===== src/rtl/pi_hold_decoder.sv =====
// ---------------------------------------------------------------------------
// pi_hold_decoder
//
// Receiving end of the priority-interrupt encoder. It takes an encoded grant
// level and turns it into an accumulating one-hot "hold" (in-progress) vector.
// It also tracks the highest-priority held level and retires levels on
// dismiss. A grant is accepted only when it strictly outranks every level
// already held. Level 0 is the highest priority.
//
// Ports
//   clk          system clock, all state changes on the rising edge
//   CROBAR       synchronous active-high reset, overrides every other input
//   grant_valid  grant strobe, one cycle per request
//   grant_level  encoded level to grant (0 = highest priority)
//   dismiss      retire the highest-priority held level
//   clear_all    drop every held level (a same-cycle accepted grant survives)
//   hold         one bit per level, set while that level is in progress
//   hold_any     OR of hold
//   hold_level   lowest-numbered set hold bit, 0 when nothing is held
//   ack          one-cycle pulse: the previous-cycle grant was accepted
//   nack         one-cycle pulse: the previous-cycle grant was refused
//   err_dismiss  sticky: a dismiss arrived while nothing was held
//
// Every output is a flop, so there are no combinational input-to-output paths.
// ---------------------------------------------------------------------------
module pi_hold_decoder #(
  parameter int N  = 8,
  parameter int LW = $clog2(N)
) (
  input  logic          clk,
  input  logic          CROBAR,
  input  logic          grant_valid,
  input  logic [0:LW-1] grant_level,
  input  logic          dismiss,
  input  logic          clear_all,
  output logic [0:N-1]  hold,
  output logic          hold_any,
  output logic [0:LW-1] hold_level,
  output logic          ack,
  output logic          nack,
  output logic          err_dismiss
);

  logic          accept;
  logic [0:N-1]  grant_mask;
  logic [0:N-1]  dismiss_mask;
  logic [0:N-1]  hold_next;
  logic [0:LW-1] level_next;

  // Acceptance and dismissal are both judged against the registered state.
  // hold_level is already registered, so the compare needs no priority
  // encoder on the critical path.
  assign accept = grant_valid & (~hold_any | (grant_level < hold_level));

  always_comb begin
    // NOTE: every variable written here gets a default first, so no path can
    // leave it unassigned and infer a latch.
    grant_mask   = '0;
    dismiss_mask = '0;
    if (accept) begin
      grant_mask[grant_level] = 1'b1;
    end
    if (dismiss && hold_any) begin
      dismiss_mask[hold_level] = 1'b1;
    end

    // The accepted bit can never be the dismissed bit, because the accept
    // compare is strict. So OR-ing the grant in after the clear is safe.
    if (clear_all) begin
      hold_next = grant_mask;
    end else begin
      hold_next = (hold & ~dismiss_mask) | grant_mask;
    end

    // Priority encode the next hold vector. Scanning downward lets the
    // lowest-numbered set bit make the last assignment, so it wins.
    level_next = '0;
    for (int i = N - 1; i >= 0; i--) begin
      if (hold_next[i]) begin
        level_next = LW'(i);
      end
    end
  end

  // hold_any and hold_level come from the next-hold value, not from hold.
  // That keeps all three outputs coherent in the same cycle.
  // NOTE: sequential state uses non-blocking assignments only. Each flop then
  // samples pre-edge values no matter what order the statements run in.
  always_ff @(posedge clk) begin
    if (CROBAR) begin
      hold        <= '0;
      hold_any    <= 1'b0;
      hold_level  <= '0;
      ack         <= 1'b0;
      nack        <= 1'b0;
      err_dismiss <= 1'b0;
    end else begin
      hold        <= hold_next;
      hold_any    <= |hold_next;
      hold_level  <= level_next;
      ack         <= accept;
      nack        <= grant_valid & ~accept;
      if (dismiss && !hold_any) begin
        err_dismiss <= 1'b1;
      end
    end
  end

endmodule


===== config.mk =====
export PLATFORM = sky130hd
export DESIGN_NAME = pi_hold_decoder
export DESIGN_NICKNAME = d
export VERILOG_FILES = /design/src/rtl/pi_hold_decoder.sv
export SDC_FILE = /design/constraint.sdc
export NUM_CORES = 1
export LEC_CHECK = 0
export ABC_CLOCK_PERIOD_IN_PS = 2800
export BUFFER_PORTS_ARGS = -buffer_cell sky130_fd_sc_hd__buf_2
export CAP_MARGIN = 20
export CORE_MARGIN = 1.5
export CORE_UTILIZATION = 52
export DETAILED_ROUTE_END_ITERATION = 8
export PLACE_DENSITY_LB_ADDON = 0.3
export SLEW_MARGIN = 30
export SYNTH_ARGS = -nofsm -noshare
export SYNTH_HDL_FRONTEND = slang
export SYNTH_SLANG_ARGS = --single-unit

===== constraint.sdc =====
create_clock -name clk -period 2.8 [get_ports clk]
set_input_delay 0.14 -clock clk [delete_from_list [all_inputs] [get_ports clk]]
set_output_delay 0.14 -clock clk [all_outputs]
set_load 0.005 [all_outputs]

[Yosys cells after proc, flatten, opt, wreduce, memory -nomap -nowiden]
Cells that the tools add are included.
Word-level totals
  register bits: 15
  bits of input ports: 8
  logic and storage cells: 46
Cells by class
  magnitude comparators: 5
  muxes and demuxes: 14
  bitwise operators: 10
  reductions and logical operators: 9
Operator list (number)
  2-to-1 mux 8 bit: 3
  2-to-1 mux 3 bit: 4
  AND 8 bit: 1
  >= comparator 4 bit, second input constant: 2
  < comparator 4 x 1 -> 1 bit, second input constant: 2
  inverter 3 -> 4 bit: 2
  inverter 8 bit: 1
  bitwise OR 8 bit: 1
  OR reduction 8 bit: 1
  demux 1 bit (select 3 bit): 2
  OR reduction 5 bit: 1
  logical AND 1 bit: 4
  2-to-1 mux 2 bit: 2
  < comparator 3 bit: 1
  2-to-1 mux 1 bit: 3
  OR reduction 3 bit: 1
  AND 1 bit: 2
  inverter 1 bit: 2
  OR reduction 2 bit: 1
  zero test 1 bit: 1
  bitwise OR 1 bit: 1

[Logic depth before layout (Yosys ltp)]
Gate-level depths: netlist (run 1).
  depth in word-level cells: 17
  mapped depth: 7

[Worst setup path before layout (run 1)]
Ideal clock, no wire load.
  kind: reg-to-reg
  start point: reg hold_level[1] (netlist name)
  end point: reg hold_level[2] (netlist name)
  library setup time: 122 ps
  data arrival time: 1678 ps
  data required time: 2678 ps
  path slack: 1001 ps
  stages on the path, launching flop included: 8
  path buffers: 0
  cells stage by stage: dfxtp_1 -> inv_1 -> ha_1 -> a211oi_2 -> o21ai_1 -> o31ai_1 -> a211o_1 -> o21ai_1
Between the ends
  word-level cells in the longest chain between the ends: 17
  elaborated cells on any way between the ends: 23
  classes of those cells: order compare: 3; mux: 12; bitwise: 6; reduce/logical: 2
RTL lines
  from (decl): RTL line 38  | output logic [0:LW-1] hold_level,
  from (signal assigned): RTL line 100  | hold_level <= level_next;
  inverter 3 -> 4 bit (implied by the code): RTL line 64  | dismiss_mask[hold_level] = 1'b1;
  >= comparator 4 bit (implied by the code) or < comparator 4 x 1 -> 1 bit (tied branches): RTL line 64
  logical AND 1 bit (implied by the code): RTL line 64
  2-to-1 mux 1 bit (implied by the code): RTL line 64
  demux 1 bit (select 3 bit): RTL line 64
  2-to-1 mux 8 bit: RTL line 63  | if (dismiss && hold_any) begin
  inverter 8 bit: RTL line 72  | hold_next = (hold & ~dismiss_mask) | grant_mask;
  AND 8 bit: RTL line 72
  bitwise OR 8 bit: RTL line 72
  2-to-1 mux 8 bit (*): RTL line 69  | if (clear_all) begin
  2-to-1 mux 3 bit (4 in a row): RTL line 79  | if (hold_next[i]) begin
  2-to-1 mux 2 bit (2 in a row): RTL line 79
  2-to-1 mux 1 bit: RTL line 79
Every way passes the cells marked *; elsewhere a longest branch is shown, timed or not.
A chain may end at the register's enable or synchronous reset.

[Final worst setup path (run 1)]
Same ends and word-level chain as after synthesis.

==> impl_metrics.py, run 1 <==
metrics = {
    "logic_synthesis": {
        "syn_area_per_cell_sq_um": 8.578,
        "synth_cells": 90,
        "synth.cell_area_sq_um": 772.0,
        "synth_top_area_frac": 0.3890,
        "syn_nets": 100,
        "yosysWarnings": 0,
        "ys_types": 30,
        "synthTopCellsByArea": "dfxtp_1 39%, o211ai_1 5.8%, nor2b_1 5.7%",
        "synth_sequential_area_ratio": 0.3890,
        "synth-edff-count": 0,
        "yosys.area.top_type": "dfxtp_1",
        "synth_seq_cells": 15,
        "synth_flop_cell": "dfxtp_1",
        "async_reset_ff_frac": 0,
    },
    "worst_setup_path": {
        "required_ns": 2.97,
        "cp_max_fo": 6,
        "critPathBufInv": 1,
        "worstPathCellList": "inv_1, ha_1, a211oi_2, o21ai_1, o31ai_1, or2b_1, o21ai_1",
        "cp_common_cell": "o21ai_1",
        "max_stage_delay_ns": 0.52,
        "cp_slowest_cell": "o31ai_1",
        "arrival_ns": 2.25,
        "end_kind": "register",
        "criticalPathCategory": "reg2reg",
        "cp-start-kind": "register",
        "crit_family": "compound AO/OA/AOI/OAI gates",
    },
    "power_and_ir_drop": {
        "seqPwrFrac": 0.540,
        "p_per_area_mw_per_mm2": 472.4,
        "swShare": 0.2799,
        "ir_drop_mv": 0.2328,
        "p_comb_frac": 0.187,
        "leakagePower_nw": 0.3839,
        "switchingPower_mw": 0.1221,
        "intPower_mw": 0.3141,
        "p_clk_frac": 0.273,
    },
    "clocking": {
        "cts.clk_slew.worst_paths_ns": 0.08,
        "cts_buffer_depth": 2,
        "numClockSinks": 15,
        "cts_resized": 0,
        "post_cts_buffers": 0,
        "htreeDepth": 1,
        "clock_latency_ns": 0.27,
        "ctsHoldBuffers": 0,
        "cts_root_buf": "clkbuf_4",
        "cts-buffers-inserted": 3,
        "cts_tree": "yes",
    },
    "timing": {
        "tns_ns": 0,
        "slew_violations": 0,
        "rsz0062_at_grt": "false",
        "hold_viol": 0,
        "fin_skew_ns": 0.001387,
        "tightest_slew_ns": 0.5577,
        "setup_viol": 0,
        "period_share": 0.7431,
        "fin_crit_ns": 2.081,
        "timing.fmax_mhz": 480.6,
        "relSlewSlack": 0.6235,
        "timing.hold.ws_ns": 0.1417,
    },
    "detailed_routing": {
        "vias_per_cell": 6.277,
        "drc": 0,
        "drt_first_pass_iters": 4,
        "vias": 816,
        "initialDrtViolationCount": 66,
        "finalWirelength_microns": 1831,
        "wl_per_cell_microns": 14.08,
        "ant_nets": 0,
    },
    "floorplan": {
        "fp.dieH_microns": 41.53,
        "ios": 23,
        "die_w_microns": 41.53,
        "initial_utilization": 0.5718,
        "core_sq_mm": 0.001350,
        "die-area_sq_mm": 0.001725,
        "rows": 13,
    },
    "final_layout": {
        "insertedDiodeCount": 0,
        "drive_above_1_share": 0.2348,
        "fin_nets": 126,
        "syn_to_final_growth_pct": 19.61,
        "final_cell_area_sq_um": 923.4,
        "layoutNonFillerInstCount": 130,
    },
    "flow_run": {
        "drv_cap": 0,
    },
    "place": {
        "place_hpwl_microns": 1391,
        "gp_congestion": 0.9357,
        "place_area_sq_um": 897.1,
        "dpl.cell_count": 126,
        "port_buffers": 22,
    },
    "global_routing": {
        "grt_max_degree": 14,
        "grt_pass1_wl_microns": 3111,
        "grt_usage": 0.2285,
        "grt_pass1_vias": 730,
        "gr-total-overflow": 0,
        "antenna_found_initial": 0,
    },
    "status": {
        "status": "completed",
    },
    "min_path": {
        "worst_hold_path_type": "in2reg",
    },
}
==> stage by stage <==
step	setup slack, ns	utilization	power, mW
floorplan	1.001	-	0.2888
global placement	0.7975	0.6645	0.3180
detailed placement	0.7570	0.6645	0.3199
CTS	0.7415	0.6840	0.4386
global route	0.5499	0.6840	0.4596
finish	0.7192	0.6840	0.4362
==> worst paths after layout <==
kind / startpoint / to / slack (ns) / cells after the start
worst max-delay path: hold_level[1] / hold_level[2] / 0.72 / 7
worst min-delay path: dismiss / err_dismiss / 0.14 / 3
worst max register to register: hold_level[1] / hold_level[2] / 0.72 / 7
worst min register to register: err_dismiss / err_dismiss / 0.47 / 2
==> worst register-to-register path, delay by kind of cell, from the launching register on <==
kind	cells	cell delay, ns
adders and majority gates	1	0.30
AOI/OAI and AO/OA	4	1.02
DFF	1	0.41
and+or+nand+nor	1	0.18
buffers and inverters	1	0.08
==> Yosys cell counts (2+ instances only) <==
master / number
a211oi_1: 2
o211ai_1: 6
nor2_1: 9
a21oi_1: 2
nand2_1: 5
nor2b_1: 7
inv_1: 6
nand2b_1: 4
nand3_1: 2
o21a_1: 2
o21ai_0: 5
o21ai_1: 3
o311ai_0: 3
o31ai_1: 3
ha_1: 2
dfxtp_1: 15
==> cells by family after synthesis <==
logic type | synth area share
AND/OR/NAND/NOR | 0.2383
flip-flops | 0.3890
adder cells (fa/ha/maj) | 0.03241
buffers and inverters | 0.03403
AO/OA/AOI/OAI | 0.3063
==> layer usage <==
layer / vias to the layer above / global-route usage / wire [microns]
met5: - / 0 / 0
met4: 0 / 0.09677 / 44
met3: 8 / 0.03913 / 189
met2: 55 / 0.3500 / 784
met1: 368 / 0.3152 / 813
li1: 385 / - / -
==> sequential cells by signal, summed over array words and instances (netlist names) <==
signal       count
ack              1
err_dismiss      1
hold_any         1
nack             1
hold_level       3
hold             8
==> placed cells by master (no fill, tap or decap), types with 4 or more instances in the layout <==
master    count
o211ai_1      6
dfxtp_1      15
nand2b_1      4
nor2_1        9
nor2b_1       7
o21ai_0       5
nand2_1       5
buf_2        22
inv_1         6
==> final cells by class <==
cell class                      instances  area [sq um]
Fill cell                             120         426.7
Timing Repair Buffer                   22         110.1
Clock buffer                            4         26.28
Tap cell                               15         18.77
Sequential cell                        15         300.3
Multi-Input combinational cell         68         445.4
Inverter                                6         22.52
==> power by group through the flow <==
stage	clock network [mW]	logic (mW)	registers, mW
2_1_floorplan	0	0.0497	0.239
3_3_place_gp	0	0.0789	0.239
3_5_place_dp	0	0.0798	0.240
4_1_cts	0.123	0.0803	0.235
5_1_grt	0.130	0.0919	0.237
6_report	0.119	0.0814	0.236
Power figures use the tool's default switching activity.
==> inputs of run 2 (changes only) <==
--- a/config.mk
+++ b/config.mk
@@ -5,11 +5,11 @@
 export SDC_FILE = /design/constraint.sdc
 export NUM_CORES = 1
 export LEC_CHECK = 0
-export ABC_CLOCK_PERIOD_IN_PS = 2800
+export ABC_CLOCK_PERIOD_IN_PS = 1900
 export BUFFER_PORTS_ARGS = -buffer_cell sky130_fd_sc_hd__buf_2
 export CAP_MARGIN = 20
 export CORE_MARGIN = 1.5
-export CORE_UTILIZATION = 52
+export CORE_UTILIZATION = 44
 export DETAILED_ROUTE_END_ITERATION = 8
 export PLACE_DENSITY_LB_ADDON = 0.3
 export SLEW_MARGIN = 30
==> constraint.sdc (replaced) <==
create_clock -name clk -period 1.9 [get_ports clk]
set_input_delay 0.095 -clock clk [delete_from_list [all_inputs] [get_ports clk]]
set_output_delay 0.095 -clock clk [all_outputs]
set_load 0.005 [all_outputs]
==> run 2 against run 1 <==
  * First-iteration DRC count decreased by 41%
  * Clock power increased by 61%
  * Highest routed layer unchanged
  * Via count increased by 4.9%
  * Largest cell class unchanged
  * Count of clock-buffer cells in the layout decreased by 1
==> impl_metrics.py, run 2 (synthesis results as in run 1) <==
metrics = {
    "place": {
        "dpl.cell_count": 132,
        "place_hpwl_microns": 1628,
        "port_buffers": 22,
        "dp_slack_ns": -0.03414,
        "gp_congestion": 0.9416,
    },
    "detailed_routing": {
        "drc": 0,
        "finalWirelength_microns": 2379,
        "initialDrtViolationCount": 39,
        "drt_first_pass_iters": 4,
        "vias": 856,
        "wl_per_cell_microns": 17.12,
        "vias_per_cell": 6.158,
        "ant_nets": 0,
    },
    "global_routing": {
        "grt_max_degree": 14,
        "gr-total-overflow": 0,
        "grt_pass1_wl_microns": 3636,
        "antenna_found_initial": 0,
        "grt_pass1_vias": 740,
        "grt_usage": 0.2598,
    },
    "final_layout": {
        "mostFrequentLayoutCells": "22 x buf_2, 14 x dfxtp_1, 9 x nor2_1",
        "drive_above_1_share": 0.3821,
        "layoutNonFillerInstCount": 139,
        "seq_area_sq_um": 301.5,
        "nFillCells": 135,
        "insertedDiodeCount": 0,
        "fin_nets": 134,
        "layout_commonest_cell": "buf_2",
        "syn_to_final_growth_pct": 36.95,
        "multi_input_area_sq_um": 515.5,
        "largest_reg_flops": 8,
        "top_regs": "hold: 8 flops, hold_level: 3 flops",
        "largest-register": "hold",
    },
    "floorplan": {
        "core_sq_mm": 0.001577,
        "rows": 14,
        "initial_utilization": 0.4897,
        "die_w_microns": 44.89,
        "fp.dieH_microns": 44.89,
        "die-area_sq_mm": 0.002015,
        "ios": 23,
    },
    "clocking": {
        "ctsHoldBuffers": 0,
        "cts-buffers-inserted": 3,
        "cts_root_buf": "clkbuf_4",
        "clock_latency_ns": 0.29,
        "cts_buffer_depth": 2,
        "numClockSinks": 15,
        "cts_tree": "yes",
        "cts.clk_slew.worst_paths_ns": 0.10,
        "htreeDepth": 1,
    },
    "status": {
        "status": "completed",
    },
    "timing": {
        "fin_skew_ns": 0.006267,
        "slew_violations": 0,
        "tns_ns": 0,
        "rsz0062_at_grt": "true",
        "setup_viol": 0,
        "relSlewSlack": 0.7199,
        "timing.fmax_mhz": 535.2,
        "fin_ws_ns": 0.03154,
        "tightest_slew_ns": 0.4191,
        "fin_crit_ns": 1.868,
        "hold_viol": 0,
        "period_share": 0.9834,
    },
    "worst_setup_path": {
        "required_ns": 2.09,
        "cp-start-kind": "register",
        "end_kind": "register",
        "cp_max_fo": 5,
        "arrival_ns": 2.06,
        "criticalPathCategory": "reg2reg",
    },
    "power_and_ir_drop": {
        "leakagePower_nw": 0.4424,
        "ir_drop_mv": 0.6164,
        "p_per_area_mw_per_mm2": 677.6,
    },
    "min_path": {
        "worst_hold_path_type": "in2reg",
    },
    "flow_run": {
        "drv_cap": 0,
    },
}
## run 2: cell types whose count changed in the layout (fill, tap and decap cells not counted), moves of 2 or more
| cell | before | now |
|---|---|---|
| a211oi_1 | 2 | 0 |
| o311ai_1 | 0 | 3 |
| buf_4 | 0 | 8 |
| o21ai_2 | 0 | 2 |
| o311ai_0 | 3 | 0 |
| o21ai_0 | 5 | 1 |
## run 2: worst paths after layout
check	depth (start not counted)	to	startpoint	slack, ns
max	8	hold_level[2]	hold_level[1]	0.03
min	2	ack	grant_valid	0.1
max reg2reg	8	hold_level[2]	hold_level[1]	0.03
min reg2reg	2	err_dismiss	err_dismiss	0.48
## run 2: power by group
group          internal [mW]  total, mW  switching, mW
combinational         0.0793      0.180          0.100
clock                 0.0784      0.192          0.114
sequential             0.331      0.344         0.0135
total                  0.488      0.716          0.228
## run 2: per-layer routing
layer	vias to the layer above	share of wire	track usage
met2	47	0.51	0.4261
met5	-	0	0
met4	0	0.017	0.1471
met1	406	0.41	0.3210
met3	5	0.069	0.04400
li1	398	-	-
## run 2: what timing repair did
action                                  4_1_cts  5_1_grt
pin swaps                                     3        5
gates cloned                                  0        0
setup buffers                                 2        1
gates resized for setup                       6       15
endpoints found under the setup margin        3        7
## run 2: layout make-up
| class | instances | share of cell area |
|---|---|---|
| Clock buffer | 3 | 0.02130 |
| Tap cell | 16 | 0.01893 |
| Inverter | 6 | 0.02130 |
| Timing Repair Buffer | 30 | 0.1609 |
| Clock inverter | 1 | 0.004734 |
| Sequential cell | 15 | 0.2852 |
| Multi-Input combinational cell | 68 | 0.4876 |
## run 2: per-stage QoR
step | area (sq um) | hold WS [ns] | utilization | power, mW
after floorplan | 772.0 | 0.1666 | - | 0.4256
after global placement | 935.9 | 0.3861 | 0.5937 | 0.4832
after detailed placement | 935.9 | 0.4053 | 0.5937 | 0.4874
after CTS | 1007 | 0.09113 | 0.6389 | 0.6859
after global routing | 1057 | 0.1026 | 0.6706 | 0.7445
final | 1057 | 0.09746 | 0.6706 | 0.7164
## run 2: worst max-delay path, stage by stage, from the launching register on
cell	delay (ns)
dfxtp_2	0.35
inv_2	0.05
ha_4	0.22
a211oi_4	0.27
o211ai_1	0.18
buf_4	0.20
o21a_1	0.19
a211oi_2	0.23
o21ai_1	0.07
==> inputs of run 3 (changes only) <==
--- a/config.mk
+++ b/config.mk
@@ -11,6 +11,7 @@
 export CORE_MARGIN = 1.5
 export CORE_UTILIZATION = 44
 export DETAILED_ROUTE_END_ITERATION = 8
+export MAX_ROUTING_LAYER = met4
 export PLACE_DENSITY_LB_ADDON = 0.3
 export SLEW_MARGIN = 30
 export SYNTH_ARGS = -nofsm -noshare
==> run 3 against run 2 <==
  * Utilization decreased by 1.0 points
  * Critical endpoint is now hold_level[0]
  * Final area down 1.5%
  * Clock power barely moved
  * Largest power group unchanged
  * Flip-flop and latch count did not move
  * Count of clock-buffer cells in the layout unchanged
==> impl_metrics.py, run 3 (synthesis results as in run 1) <==
metrics = {
    "status": {
        "status": "completed",
    },
    "detailed_routing": {
        "ant_nets": 0,
        "wl_per_cell_microns": 15.91,
        "initialDrtViolationCount": 32,
        "vias": 851,
        "vias_per_cell": 6.212,
        "finalWirelength_microns": 2180,
        "drt_first_pass_iters": 4,
        "drc": 0,
    },
    "global_routing": {
        "gr-total-overflow": 0,
        "grt_pass1_vias": 769,
        "antenna_found_initial": 0,
        "grt_usage": 0.2421,
        "grt_pass1_wl_microns": 3353,
        "grt_max_degree": 14,
    },
    "worst_setup_path": {
        "critPathBufInv": 0,
        "arrival_ns": 2.08,
        "cp_slowest_cell": "o311ai_0",
        "required_ns": 2.12,
        "worst_r2r_path_depth": 5,
        "worstPathCellList": "nand2_1, o311ai_0, o21ai_1, nor2_1, nor4b_2",
        "cp-start-kind": "register",
        "max_stage_delay_ns": 0.50,
        "end_kind": "register",
        "criticalPathCategory": "reg2reg",
        "ff2ff_setup_slack_ns": 0.04,
        "r2r-start": "hold_any",
        "cp_max_fo": 6,
        "r2r_end": "hold_level[0]",
        "crit_family": "compound AO/OA/AOI/OAI gates",
    },
    "timing": {
        "hold_viol": 0,
        "fin_skew_ns": 0.003027,
        "timing.hold.ws_ns": 0.08481,
        "timing.fmax_mhz": 537.7,
        "rsz0062_at_grt": "false",
        "setup_viol": 0,
        "fin_crit_ns": 1.860,
        "relSlewSlack": 0.6852,
        "tns_ns": 0,
        "slew_violations": 0,
        "period_share": 0.9788,
        "tightest_slew_ns": 0.4663,
        "fin_ws_ns": 0.04035,
    },
    "floorplan": {
        "rows": 14,
        "core_sq_mm": 0.001577,
        "die_w_microns": 44.89,
        "ios": 23,
        "initial_utilization": 0.4897,
        "fp.dieH_microns": 44.89,
        "die-area_sq_mm": 0.002015,
    },
    "final_layout": {
        "top_regs": "hold: 8 flops, hold_level: 3 flops",
        "insertedDiodeCount": 0,
        "mostFrequentLayoutCells": "22 x buf_2, 13 x dfxtp_1, 9 x nor2_1",
        "nFillCells": 130,
        "largest_reg_flops": 8,
        "utilization": 0.6603,
        "layout_commonest_cell": "buf_2",
        "fin_nets": 132,
        "final_cell_area_sq_mm": 0.001041,
        "largest-register": "hold",
        "syn_to_final_growth_pct": 34.85,
        "drive_above_1_share": 0.3719,
    },
    "power_and_ir_drop": {
        "p_comb_frac": 0.235,
        "swShare": 0.3140,
        "p_clk_frac": 0.276,
        "switchingPower_mw": 0.2210,
        "intPower_mw": 0.4828,
        "ir_drop_mv": 0.5053,
        "p_per_area_mw_per_mm2": 676.1,
        "seqPwrFrac": 0.489,
        "leakagePower_nw": 0.4295,
    },
    "place": {
        "place_hpwl_microns": 1597,
        "gp_congestion": 0.9495,
        "place_area_sq_um": 935.9,
        "port_buffers": 22,
        "dp_slack_ns": -0.07144,
    },
    "clocking": {
        "cts_tree": "yes",
        "ctsHoldBuffers": 0,
        "numClockSinks": 15,
        "cts.clk_slew.worst_paths_ns": 0.10,
        "clock_latency_ns": 0.30,
        "cts_buffer_depth": 2,
        "cts-buffers-inserted": 3,
        "htreeDepth": 1,
        "cts_root_buf": "clkbuf_4",
    },
    "min_path": {
        "min_to": "ack",
        "worst_hold_path_type": "in2reg",
        "min_path_cells": 2,
        "hold_start": "grant_valid",
    },
    "flow_run": {
        "drv_cap": 0,
    },
}
==> run 3: layout make-up <==
| type | instances | area (sq um) | area share |
|---|---|---|---|
| Sequential cell | 15 | 302.8 | 0.2909 |
| Multi-Input combinational cell | 68 | 513.0 | 0.4928 |
| Timing Repair Buffer | 28 | 155.1 | 0.1490 |
| Inverter | 6 | 22.52 | 0.02163 |
| Clock buffer | 3 | 22.52 | 0.02163 |
| Clock inverter | 1 | 5.005 | 0.004808 |
| Tap cell | 16 | 20.02 | 0.01923 |
==> run 3: how the worst max path moves through the flow <==
| stage | start | endpoint | slack (ns) | depth (start not counted) |
|---|---|---|---|---|
| CTS | hold_level[1] | hold_level[2] | 0.02 | 8 |
| finish | hold_any | hold_level[0] | 0.04 | 5 |
| detailed placement | hold_level[1] | hold_level[1] | -0.07 | 7 |
| floorplan | hold_level[1] | hold_level[2] | 0.10 | 7 |
| global placement | hold_level[1] | hold_level[1] | 0.009 | 7 |
| global route | hold_level[1] | hold_level[2] | 0.008 | 8 |
==> run 3: layer usage <==
layer	vias up	GRT usage	routed length (microns)
met2	45	0.4000	1057
met5	-	-	0
met1	399	0.2847	911
met4	0	0.1059	44
met3	7	0.04800	167
li1	400	-	-
==> run 3: stage by stage <==
stage               power (mW)  instances
floorplan               0.4256         90
global placement        0.4834        132
detailed placement      0.4861        132
CTS                     0.6876        137
global route            0.7286        137
finish                  0.7038        137
==> run 3: power by group through the flow <==
| stage | Clock [mW] | Sequential [mW] | Combinational, mW |
|---|---|---|---|
| after floorplan | 0 | 0.352 | 0.0733 |
| after global placement | 0 | 0.349 | 0.134 |
| after detailed placement | 0 | 0.349 | 0.137 |
| after CTS | 0.193 | 0.342 | 0.152 |
| after global routing | 0.206 | 0.345 | 0.178 |
| final | 0.194 | 0.344 | 0.166 |
==> run 3: what timing repair did <==
item | CTS | global route
buffers inserted | 1 | 0
gates resized for setup | 11 | 6
pin swaps | 8 | 5
endpoints found under the setup margin | 3 | 5
